===== src/rtl/rgb_pwm_driver.sv =====
// Three-channel 8-bit PWM driver for a discrete RGB LED; duties reload only at period boundaries.
// Define RGB_PWM_GAMMA_EN to insert the (c*(c+1))>>8 gamma map on the duty load path.
module rgb_pwm_driver #(
  parameter int PRESCALE = 1
) (
  input  logic        clka,
  input  logic        rst_n,
  input  logic        enable,
  input  logic [23:0] rgb,
  output logic        pwm_r,
  output logic        pwm_g,
  output logic        pwm_b,
  output logic        period_start
);

  localparam logic [15:0] PRE_MAX = 16'(PRESCALE - 1);

  logic [15:0] pre_reg, pre_next;
  logic [7:0]  cnt_reg, cnt_next;
  logic        period_start_reg;
  logic        tick;
  logic        load;
  logic [2:0]  pwm_vec;

  function automatic logic [7:0] map_level(input logic [7:0] c);
`ifdef RGB_PWM_GAMMA_EN
    logic [15:0] sq;
    sq = {8'd0, c} * ({8'd0, c} + 16'd1);
    return sq[15:8];
`else
    return c;
`endif
  endfunction

  assign tick = (pre_reg == PRE_MAX);
  // Loading only when both counters sit at zero keeps every pulse whole.
  assign load = enable && (cnt_reg == 8'd0) && (pre_reg == 16'd0);

  always_comb begin
    pre_next = tick ? 16'd0 : 16'(pre_reg + 16'd1);
    cnt_next = tick ? 8'(cnt_reg + 8'd1) : cnt_reg;
  end

  always_ff @(posedge clka) begin
    if (!rst_n) begin
      pre_reg          <= 16'd0;
      cnt_reg          <= 8'd0;
      period_start_reg <= 1'b0;
    end else if (!enable) begin
      pre_reg          <= 16'd0;
      cnt_reg          <= 8'd0;
      period_start_reg <= 1'b0;
    end else begin
      pre_reg          <= pre_next;
      cnt_reg          <= cnt_next;
      period_start_reg <= load;
    end
  end

  // Channel gi drives byte gi of rgb: 0 = blue, 1 = green, 2 = red.
  genvar gi;
  generate
    for (gi = 0; gi < 3; gi++) begin : g_chan
      logic [7:0] level;
      logic [7:0] duty_reg;
      logic [7:0] duty_eff;
      logic       pwm_reg;

      assign level    = map_level(rgb[gi*8 +: 8]);
      assign duty_eff = load ? level : duty_reg;

      always_ff @(posedge clka) begin
        if (!rst_n) begin
          duty_reg <= 8'd0;
          pwm_reg  <= 1'b0;
        end else begin
          if (load) duty_reg <= level;
          pwm_reg <= enable && (cnt_reg < duty_eff);
        end
      end

      assign pwm_vec[gi] = pwm_reg;
    end
  endgenerate

  assign pwm_b        = pwm_vec[0];
  assign pwm_g        = pwm_vec[1];
  assign pwm_r        = pwm_vec[2];
  assign period_start = period_start_reg;

endmodule

===== config.mk =====
export PLATFORM = sky130hd
export DESIGN_NAME = rgb_pwm_driver
export DESIGN_NICKNAME = d
export VERILOG_FILES = /design/src/rtl/rgb_pwm_driver.sv
export SDC_FILE = /design/constraint.sdc
export NUM_CORES = 1
export LEC_CHECK = 0
export ABC_AREA = 1
export CAP_MARGIN = 20
export CORE_MARGIN = 2
export CORE_UTILIZATION = 35
export DETAILED_ROUTE_END_ITERATION = 12
export DONT_BUFFER_PORTS = 1
export PLACE_DENSITY = 0.48
export SLEW_MARGIN = 20
export SYNTH_ARGS = -nofsm -noshare
export SYNTH_HDL_FRONTEND = slang
export SYNTH_SLANG_ARGS = --single-unit
export TNS_END_PERCENT = 50

===== constraint.sdc =====
create_clock -name clka -period 2.9 [get_ports clka]
set_input_delay 0.58 -clock clka [delete_from_list [all_inputs] [get_ports clka]]
set_output_delay 0.58 -clock clka [all_outputs]
set_load 0.01 [all_outputs]

==> impl_results.md <==
* Outcome: complete, no violations
* Die width at 92.7 microns
* Setup WS pre-CTS at 0.305 ns
* TritonCTS Buffers at 5
* DRT Wirelength at 5.63 mm
* Leakage at 1.31 nW
* Power Total at 1.32 mW
* Synthesized flop and latch total at 52
* Max-cap violations at 0
* Critical path, cell by cell: inv_1 -> ha_1 -> nand2_1 -> inv_1 -> nand2_1 -> nor2_2 -> nand3_2 -> mux2i_1 -> ha_1 -> a21oi_1 -> o21ai_0 -> a21oi_1
* Die Ht at 92.7 microns
* Pwr/cell area at 449 mW/mm^2
* Crit path max fanout at 12
* Nature of the critical path endpoint: register
* CTS Hold Bufs at 0
* PostCTS Resize Cnt at 0
* Hold Worst Slack at 0.438 ns
* Bufs on Longest Clock Path at 2
* Area contributors post-synth: dfxtp_1 38%, ha_1 11%, nand2_1 7.9%
* Critical path's top delay family: simple AND/OR/NAND/NOR gates
* Accumulated negative setup slack at 0 ns
* CP required at 3.15 ns
* Achievable frequency at 0.392 GHz
* Post-route DRC at 0
* Routed length per instance at 12.4 microns
* Layout area overhead at 7.08%
* Most frequent cells in the layout: 58 x nand2_1, 52 x dfxtp_1, 51 x nor2_1, 43 x inv_1, 25 x ha_1
* Vias in the first global route at 1,950
* Synth unique cells at 29
* DR iter-0 viols at 72
* H-tree depth at 2
* Gr usage total at 13.8%
* Final #Nets at 402
* HP Start: rgb[19]
* Worst setup SP type: register
* Slew @ Worst Pin at 0.723 ns
* Clock sinks at 52
* Die Area at 0.00860 sq mm
* Drt via density at 4.58
* Kind of critical path: reg2reg
* Post-layout util at 38.4%
* RSZ-0062 raised after global routing: no
* Post-DRT Antenna Nets at 0
* Mapped Nets at 399
* RD Place Congestion at 0.757
* Largest register FFs at 24
* Worst Hold Class: in2reg
* Antenna violations before repair at 0
* Final period util at 88.0%
* Mapped cell area at 0.00276 sq mm
* Reg2Reg Launch Point: cnt_reg[0]$_SDFFE_PN0N_
* Fraction of layout instances using a drive strength above 1 at 9.12%
* Row Count at 32
* I/O pin count at 31
* GRT Residual Overflow at 0
* Setup repair bufs after CTS at 0
* Max VDD drop at 0.196 mV
* Hold Crit Endpoint: g_chan[2].duty_reg[3]$_SDFF_PN0_
* Slowest CP cell: nand3_2
* Slew margin rel. at 51.7%
* Largest stage delay, worst path at 0.43 ns
* Post-synth EDFFs at 0
* Final critical-path required period at 2.55 ns
* Synthesized area per cell at 7.94 sq um
* # setup viols final at 0
* CTS root buf: clkbuf_8
* Via count at 2,075
* I/O Buffers at 0
* CTS clk-pin slew, worst paths at 0.10 ns
* Largest net degree at the start of global routing at 26
* Fin area at 0.00295 sq mm
* Critical path arrival at 2.80 ns
* Dpl hpwl at 4.11 mm
* Post-DP Area at 0.00285 sq mm
* Yosys warning total at 0
* Worst R2R Setup Slack at 0.35 ns
* WHS Path Cells at 2
* Inst Count DP at 444
* Most common flop cell mapped by yosys: dfxtp_1
* Hold Vio Cnt, Final at 0
* Skew final at 0.0145 ns
* Setup ws final at 0.349 ns
* R2R depth at 12
* Critical R2R Capture: pwm_r$_SDFF_PN0_
* Critical path origin: cnt_reg[0]$_SDFFE_PN0N_
* First-pass GRT wire length at 9.50 mm
* Most common cell after layout, fill and taps aside: nand2_1
* Drt pass-1 iters at 4
* Slew Viols, Final at 0
* Clock latency on the worst-skew pair at 0.31 ns
* Starting Density at 35.8%
* Layout Cells excl Fill at 453
* Sequential area share after synthesis at 37.8%
* Fraction of registers with async set/reset at 0%
* N_diodes at 0
* Synth Instances at 347
* Cell taking the most area after synthesis: dfxtp_1
* Core footprint at 0.00769 sq mm
* Post-synth top area share at 37.8%
* Crit path buffers/inverters at 2
* CTS tree: built
per-layer routing:
metal  GRT usage (%)  up-vias  wire length (microns)
met3            3.25        6                    152
met5               0        -                      0
met4            3.68        0                     70
met2            20.8       16                   2460
met1            19.8      907                   2940
li1                -     1146                      -
cells in the mapped netlist (all sizes together) (5+ instances only):
| cell | n |
|---|---|
| nand2 | 62 |
| nand3 | 12 |
| dfxtp | 52 |
| nand4 | 9 |
| ha | 25 |
| inv | 45 |
| a211oi | 5 |
| a21oi | 23 |
| o21ai | 5 |
| nor2 | 58 |
| nor3 | 14 |
| mux2i | 21 |
how the worst max path moves through the flow:
stage                             endpoint  slack (ns)  cells past startpoint
final                     pwm_r$_SDFF_PN0_        0.35                     12
after global routing      pwm_r$_SDFF_PN0_        0.12                     12
after CTS                 pwm_b$_SDFF_PN0_        0.28                     12
after detailed placement  pwm_b$_SDFF_PN0_        0.30                     12
after global placement    pwm_r$_SDFF_PN0_        0.36                     12
after floorplan           pwm_b$_SDFF_PN0_        0.81                     13
power breakdown:
| part | total (mW) | switching [mW] | internal, mW |
|---|---|---|---|
| sequential | 0.752 | 0.0103 | 0.742 |
| combinational | 0.150 | 0.0925 | 0.0578 |
| clock | 0.422 | 0.250 | 0.172 |
| total | 1.32 | 0.353 | 0.972 |
area by class of cell:
class                   count  area [sq um]
well taps                 102           128
flip-flops and latches     52          1040
multi-input cells         244          1510
repair buffers              1          7.51
fillers                   827          4740
inverters                  46           173
clock inverters             2          16.3
clock buffers               6          72.6
cells by family after synthesis:
group,count (synthesis),share of synthesized area (%)
AO/OA/AOI/OAI,36,7.27
XOR/XNOR,1,0.318
adder cells (fa/ha/maj),25,11.4
buffers and inverters,52,7.67
flip-flops,52,37.8
multiplexers,21,7.63
AND/OR/NAND/NOR,160,28.0
Note: power is estimated with default switching activity, not from simulation.
